`config.mk`:
```
export PLATFORM = sky130hd
export DESIGN_NAME = charmap_video
export DESIGN_NICKNAME = d
export VERILOG_FILES = /design/src/rtl/charmap_video.sv
export SDC_FILE = /design/constraint.sdc
export NUM_CORES = 1
export LEC_CHECK = 0
export BUFFER_PORTS_ARGS = -buffer_cell sky130_fd_sc_hd__buf_4
export CAP_MARGIN = 20
export CORE_MARGIN = 2
export CORE_UTILIZATION = 55
export CTS_CLUSTER_DIAMETER = 200
export DETAILED_ROUTE_END_ITERATION = 8
export GPL_ROUTABILITY_DRIVEN = 1
export GPL_TIMING_DRIVEN = 0
export HOLD_SLACK_MARGIN = 0.06
export PLACE_DENSITY = 0.81
export SKIP_CTS_REPAIR_TIMING = 1
export SLEW_MARGIN = 20
export SYNTH_ARGS = -nofsm -noshare
export SYNTH_HDL_FRONTEND = slang
export SYNTH_SLANG_ARGS = --single-unit
```
`constraint.sdc`:
```
create_clock -name clk_sys -period 12.2 [get_ports clk_sys]
set_input_delay 1.83 -clock clk_sys [delete_from_list [all_inputs] [get_ports clk_sys]]
set_output_delay 1.83 -clock clk_sys [all_outputs]
set_load 0.02 [all_outputs]
```
`src/rtl/charmap_video.sv`:
```
`default_nettype none
// ============================================================================
// Module : charmap_video
// Text-mode renderer with three ce_pix pipeline stages: map fetch, font fetch, pixel select.
// Rev    : 1.0 - initial release
// ============================================================================
module charmap_video #(
  parameter int COLS   = 40,
  parameter int ROWS   = 30,
  parameter int ADDR_W = 11
) (
  input  logic              clk_sys,
  input  logic              reset_n,
  input  logic              ce_pix,
  input  logic [8:0]        hcnt,
  input  logic [8:0]        vcnt,
  input  logic              hblank,
  input  logic              vblank,
  input  logic              reg_wr,
  input  logic [1:0]        reg_addr,
  input  logic [7:0]        reg_din,
  output logic [ADDR_W-1:0] chram_addr,
  input  logic [7:0]        chram_q,
  input  logic [7:0]        fgcol_q,
  input  logic [7:0]        bgcol_q,
  output logic [10:0]       chrom_addr,
  input  logic [7:0]        chrom_q,
  output logic [7:0]        vga_r,
  output logic [7:0]        vga_g,
  output logic [7:0]        vga_b,
  output logic              vga_de,
  output logic [7:0]        frame_cnt
);

  localparam logic [1:0] c_REG_SCROLL_X = 2'd0;
  localparam logic [1:0] c_REG_SCROLL_Y = 2'd1;
  localparam logic [1:0] c_REG_CONTROL  = 2'd2;
  localparam logic [1:0] c_REG_BORDER   = 2'd3;
  localparam logic [9:0] c_PIX_W        = 10'(COLS * 8);
  localparam logic [9:0] c_PIX_H        = 10'(ROWS * 8);

  logic [7:0] r_scroll_x, r_scroll_y, r_shadow_x, r_shadow_y;
  logic [1:0] r_control;
  logic [7:0] r_border;
  logic       r_vblank_d;
  logic [7:0] r_frame_cnt;
  logic       w_vb_rise;
  logic       w_latch_mode;

  assign w_vb_rise    = ce_pix & vblank & ~r_vblank_d;
  assign w_latch_mode = r_control[1];

  // Writes land after the vblank copy, so a coincident write stays in the shadow.
  always_ff @(posedge clk_sys or negedge reset_n) begin
    if (!reset_n) begin
      r_scroll_x  <= 8'd0;
      r_scroll_y  <= 8'd0;
      r_shadow_x  <= 8'd0;
      r_shadow_y  <= 8'd0;
      r_control   <= 2'd0;
      r_border    <= 8'd0;
      r_vblank_d  <= 1'b0;
      r_frame_cnt <= 8'd0;
    end else begin
      if (ce_pix) r_vblank_d <= vblank;
      if (w_vb_rise) begin
        r_scroll_x  <= r_shadow_x;
        r_scroll_y  <= r_shadow_y;
        r_frame_cnt <= r_frame_cnt + 8'd1;
      end
      if (reg_wr) begin
        case (reg_addr)
          c_REG_SCROLL_X: begin
            r_shadow_x <= reg_din;
            if (!w_latch_mode) r_scroll_x <= reg_din;
          end
          c_REG_SCROLL_Y: begin
            r_shadow_y <= reg_din;
            if (!w_latch_mode) r_scroll_y <= reg_din;
          end
          c_REG_CONTROL: r_control <= reg_din[1:0];
          c_REG_BORDER:  r_border  <= reg_din;
        endcase
      end
    end
  end

  logic [9:0]        w_hsum, w_vsum, w_ex, w_ey;
  logic [ADDR_W-1:0] w_map_addr;

  assign w_hsum     = {1'b0, hcnt} + {2'b00, r_scroll_x};
  assign w_vsum     = {1'b0, vcnt} + {2'b00, r_scroll_y};
  assign w_ex       = w_hsum % c_PIX_W;
  assign w_ey       = w_vsum % c_PIX_H;
  assign w_map_addr = ADDR_W'(w_ey[9:3]) * ADDR_W'(COLS) + ADDR_W'(w_ex[9:3]);

  logic [ADDR_W-1:0] r_chram_addr;
  logic [2:0]        r_ex1, r_ey1, r_ex2;
  logic              r_blank1, r_blank2, r_valid1, r_valid2;
  logic [10:0]       r_chrom_addr;
  logic [7:0]        r_fg2, r_bg2;
  logic [7:0]        r_vga_r, r_vga_g, r_vga_b;
  logic              r_vga_de;
  logic              w_pix;
  logic [7:0]        w_colour;

  assign w_pix    = chrom_q[3'd7 - r_ex2];
  assign w_colour = r_control[0] ? (w_pix ? r_fg2 : r_bg2) : r_border;

  // Valid bits keep the first outputs after reset dark until real data arrives.
  always_ff @(posedge clk_sys or negedge reset_n) begin
    if (!reset_n) begin
      r_chram_addr <= '0;
      r_ex1        <= 3'd0;
      r_ey1        <= 3'd0;
      r_blank1     <= 1'b0;
      r_valid1     <= 1'b0;
      r_chrom_addr <= 11'd0;
      r_fg2        <= 8'd0;
      r_bg2        <= 8'd0;
      r_ex2        <= 3'd0;
      r_blank2     <= 1'b0;
      r_valid2     <= 1'b0;
      r_vga_r      <= 8'd0;
      r_vga_g      <= 8'd0;
      r_vga_b      <= 8'd0;
      r_vga_de     <= 1'b0;
    end else if (ce_pix) begin
      r_chram_addr <= w_map_addr;
      r_ex1        <= w_ex[2:0];
      r_ey1        <= w_ey[2:0];
      r_blank1     <= hblank | vblank;
      r_valid1     <= 1'b1;

      r_chrom_addr <= {chram_q, r_ey1};
      r_fg2        <= fgcol_q;
      r_bg2        <= bgcol_q;
      r_ex2        <= r_ex1;
      r_blank2     <= r_blank1;
      r_valid2     <= r_valid1;

      if (r_valid2 && !r_blank2) begin
        r_vga_r  <= {w_colour[7:5], w_colour[7:5], 2'b00};
        r_vga_g  <= {w_colour[4:2], w_colour[4:2], 2'b00};
        r_vga_b  <= {w_colour[1:0], w_colour[1:0], w_colour[1:0], 2'b00};
        r_vga_de <= 1'b1;
      end else begin
        r_vga_r  <= 8'd0;
        r_vga_g  <= 8'd0;
        r_vga_b  <= 8'd0;
        r_vga_de <= 1'b0;
      end
    end
  end

  assign chram_addr = r_chram_addr;
  assign chrom_addr = r_chrom_addr;
  assign vga_r      = r_vga_r;
  assign vga_g      = r_vga_g;
  assign vga_b      = r_vga_b;
  assign vga_de     = r_vga_de;
  assign frame_cnt  = r_frame_cnt;

endmodule
`default_nettype wire

```
# --- Word-level counts from Yosys, hierarchy flattened ---
# Index checks and enable logic that the tools add are counted.
op_classes:
  add_sub_neg: 5
  multipliers: 1
  div: 2
  order_cmp: 1
  n_eq_ne: 3
  n_mux: 16
  n_bitwise: 4
  reduce_logical: 7
op_table:
  columns: ["operator", "n"]
  rows:
  - ["2-to-1 mux 8 bit", 13]
  - ["adder 9 x 8 -> 10 bit", 2]
  - ["adder 11 x 7 -> 11 bit", 1]
  - ["modulo 10 x 8 -> 10 bit, second input constant", 1]
  - ["modulo 10 x 9 -> 10 bit, second input constant", 1]
  - ["adder 8 x 1 -> 8 bit, second input constant", 1]
  - ["multiplier 7 x 3 -> 8 bit, second input constant", 1]
  - ["AND reduction 2 bit", 4]
  - ["== test 2 bit, second input constant", 2]
  - ["less-than comparator 3 x 4 -> 1 bit, second input constant", 1]
  - ["binary-select mux 1 bit (select 3 bit)", 1]
  - ["subtractor 3 bit, first input constant", 1]
  - ["bitwise AND 1 bit", 2]
  - ["== test 2 x 1 -> 1 bit, second input constant", 1]
  - ["zero test 2 bit", 1]
  - ["2-to-1 mux 1 bit", 2]
  - ["logical AND 1 bit", 1]
  - ["zero test 1 bit", 1]
  - ["inverter 1 bit", 1]
  - ["OR 1 bit", 1]
word_totals:
  register_bits: 127
  in_bits: 66
  output_inout_bits: 55
  elab_cells: 62

# --- Longest topological paths before layout ---
depth:
  ltp_word: 6
  depth_mapped: 19
  mapped_depth_nobuf: 19

# --- Worst setup path before layout ---
# OpenSTA, ideal clock, no wires.
synth_timing:
  kind: "in2reg"
  from: "in vcnt[0]"
  to: "reg r_chram_addr[10], in the netlist chram_addr[10]"
  setup_time_ps: 125
  arrival_time_ps: 5686
  t_required_ps: 12075
  path_slack_ps: 6390
  cell_stages: 16
  n_path_buf: 0
  path_cell_list: "ha_1 fa_1 a211oi_1 o21bai_1 a21oi_1 xor2_1 nor3_1 mux2_4 o211a_1 ha_1 ha_1 fa_1 o21a_1 nand3_1 xor2_1 mux2_2"
synth_via:
  elab_chain_len: 4
synth_lines:
  columns: ["element", "line", "text"]
  rows:
  - ["from (decl)", "16", "input logic [8:0] vcnt,"]
  - ["adder 9 x 8 -> 10 bit", "92", "assign w_vsum = {1'b0, vcnt} + {2'b00, r_scroll_y};"]
  - ["modulo 10 x 8 -> 10 bit", "94", "assign w_ey = w_vsum % c_PIX_H;"]
  - ["multiplier 7 x 3 -> 8 bit", "95", "assign w_map_addr = ADDR_W'(w_ey[9:3]) * ADDR_W'(COLS) + ADDR_W'(w_ex[9:3]);"]
  - ["adder 11 x 7 -> 11 bit", "95", null]
  - ["to (signal assigned)", "129", "r_chram_addr <= w_map_addr;"]
  - ["to (decl)", "97", "logic [ADDR_W-1:0] r_chram_addr;"]
# Every way passes these cells.
# A chain may end at the register's enable or synchronous reset.

# --- Final worst setup path ---
# Same ends and word-level chain as after synthesis.

==> impl_metrics.toml <==
[setup_path]
worst_setup_path_end_kind = "register"
crit_fanout = 9
crit_arrival_ns = 6.34
critPathRequiredTime_ns = 12.43
startpoint_type = "primary input"
path_class = "in -> reg"

[detailed_routing]
drc = 0
vias = 4744
wl_per_cell_um = 17.0
viasPerCell = 5.69
dr.pass1.iters = 5
wl_met1_um = 6010
wl_met3_um = 798
top_layer = "met4"
wl_met2_um = 7110
initialDrtViolationCount = 295
wirelength_um = 14200
antenna_left = 0

[die]
die_area_um2 = 12200
coreArea_um2 = 10900
dieWidth_um = 110
initial_core_util = 0.569
dieHeight_um = 110
io_pins = 121
num_rows = 38

[synth]
synthCells = 557
synth_largest_area_cell = "dfrtp_1"
synth-edff-count = 0
ys_seq_elements = 111
async_flop_share = 1.00
synth.avg_cell_area_um2 = 11.2
synth_top_area_share = 0.446
synth_area_um2 = 6230
synth-warning-count = 0
yosys.cell_types.count = 61
netlist_top_cells_area = "dfrtp_1, mux2_2, ha_1, mux2i_1, xnor2_1"
synth-seq-area-share = 0.446
ys.flop_type = "dfrtp_1"

[timing]
max_freq_ghz = 0.164
setup-tns-final_ns = 0
hold_viol = 0
maxSlewHeadroom = 0.281
fin_ws_ns = 6.09
slew_violations = 0
finalSetupViolCount = 0
fin_skew_ns = 0.00955
rsz0062_at_grt = "false"
fin_crit_sh = 0.501
min_period_ns = 6.11
worstMarginPinSlew_ns = 1.07

[cells_and_area]
layoutNonFillerInstCount = 834
multi_input_area_um2 = 3210
layout_commonest_cell = "buf_4"
seqCellArea_um2 = 2780
area_growth_pct = 21.6
drive_above_1_share = 0.337
fin_nets = 787
diodes = 0
fillCellCount = 808
final_cell_mix = "buf_4, dfrtp_1, mux2_2"

[clocking]
cts_tree = "built"
cts_buffers = 9
clock_tree.root_cell = "clkbuf_16"
clockBufferDepth = 2
clk_latency_ns = 0.34
htree_num_levels = 3
clock-sinks = 111
cts.clk_slew.worst_paths_ns = 0.07

[pwr]
swShare = 0.405
ir_drop_mv = 0.172
internal_power_uw = 1110
pwr-share-comb = 0.566
power_switching_uw = 754
seqPwrFrac = 0.285
clkPwrFrac = 0.149
power.density_nw_per_um2 = 246
p_leak_uw = 0.00345

[global_routing]
antenna_found_initial = 0
grt_pass1_vias = 4695
grt_pass1_wl_um = 22500
grt_util_all_layers = 0.239
grt.overflow.total = 0
grt_max_degree = 112

[placed_design]
place_inst = 818
dpl.hpwl_um = 10500
place_congestion = 0.936
preCtsSetupSlack_ns = 5.85
port_buffers = 114

[hold_path]
min_path_type = "reg -> reg"

[run]
max_cap_violations = 0

[status]
status = "complete, no violations"
stage by stage:
step	hold WS (ns)	power, µW	instance area, µm²	utilization
finish	0.477	1860	7570	0.692
CTS	0.482	1860	7570	0.692
detailed placement	0.458	1580	7290	0.666
global route	0.503	2000	7570	0.692
global placement	0.445	1520	7280	0.666
floorplan	0.431	1300	6250	-
routing by layer:
metal  vias to the layer above  track usage
li1                       2231            -
met1                      2330        0.318
met2                       159        0.401
met3                        24       0.0435
met4                         0       0.0714
met5                         -            0
path summary, 6_finish.rpt:
kind	start	slack [ns]	end	cells past startpoint
setup / recovery	vcnt[0]	6.09	chram_addr[10]	17
max in group asynchronous	reset_n	9.94	chrom_addr[2]	1
hold reg to reg	frame_cnt[7]	0.48	frame_cnt[7]	1
min in group asynchronous	reset_n	1.62	chrom_addr[8]	1
setup reg to reg	r_scroll_y[0]	7.31	chram_addr[10]	16
hold / removal	frame_cnt[7]	0.48	frame_cnt[7]	1
cell type report:
| type | count | share of cell area |
|---|---|---|
| tap | 140 | 0.0231 |
| timing repair buffer | 114 | 0.114 |
| clock buffer | 10 | 0.0316 |
| multi-input combinational | 399 | 0.424 |
| sequential | 111 | 0.367 |
| buffer | 34 | 0.0251 |
| inverter | 20 | 0.00992 |
| clock inverter | 6 | 0.00579 |
sequential cells by signal, summed over array words and instances (netlist names), 2 cells and up:
register,count
vga_g,3
chrom_addr,11
r_shadow_y,8
r_fg2,8
r_border,8
r_scroll_x,8
vga_r,3
r_shadow_x,8
r_ey1,3
r_bg2,8
r_control,2
frame_cnt,8
r_scroll_y,8
r_ex2,3
chram_addr,11
vga_b,2
r_ex1,3
kinds of logic (layout without fill, tap and decap cells):
kind of cell,Yosys count,count (layout),share of synthesized area
fa+ha+maj,32,32,0.0691
flops,111,111,0.446
mux,103,103,0.185
simple gates,114,114,0.0900
compound gates,109,109,0.119
other cells,1,8,0.000602
buf+inv,54,184,0.0426
xor+xnor,33,33,0.0476
synth_stat cells (all sizes together) (2+ instances only):
master,n
dfrtp,111
mux2,72
nand2,41
o21ai,36
mux2i,29
ha,28
buf,21
inv,20
nor2,20
xnor2,20
a21oi,19
nand3,17
clkbuf,13
xor2,13
o22ai,10
a21o,9
nor2b,7
o211ai,7
nand2b,5
o21a,5
and3,4
fa,4
nor3,4
a311oi,3
a31oi,3
and2,3
nand3b,3
or2,3
a211oi,2
mux4,2
nor4,2
o211a,2
o21bai,2
o311ai,2
worst max-delay path: stages:
cell and delay (ns):
buf_4 0.11, ha_1 0.22, fa_1 0.43, a211oi_1 0.34, o21ai_1 0.14, o21a_1 0.13
xor2_1 0.51, and2_1 0.38, a21boi_0 0.17, a21oi_1 0.26, ha_1 0.28, ha_1 0.23
fa_1 0.41, xor2_1 0.33, nand3_1 0.14, xor2_1 0.15, mux2_2 0.26
power groups by stage:
stage                     Sequential, µW  Combinational [µW]  Clock (µW)
after floorplan                      563                 742           0
after global placement               531                 991           0
after detailed placement             536                1040           0
after CTS                            530                1050         281
after global routing                 541                1160         297
final                                530                1050         277
(Power assumes the default switching activity.)
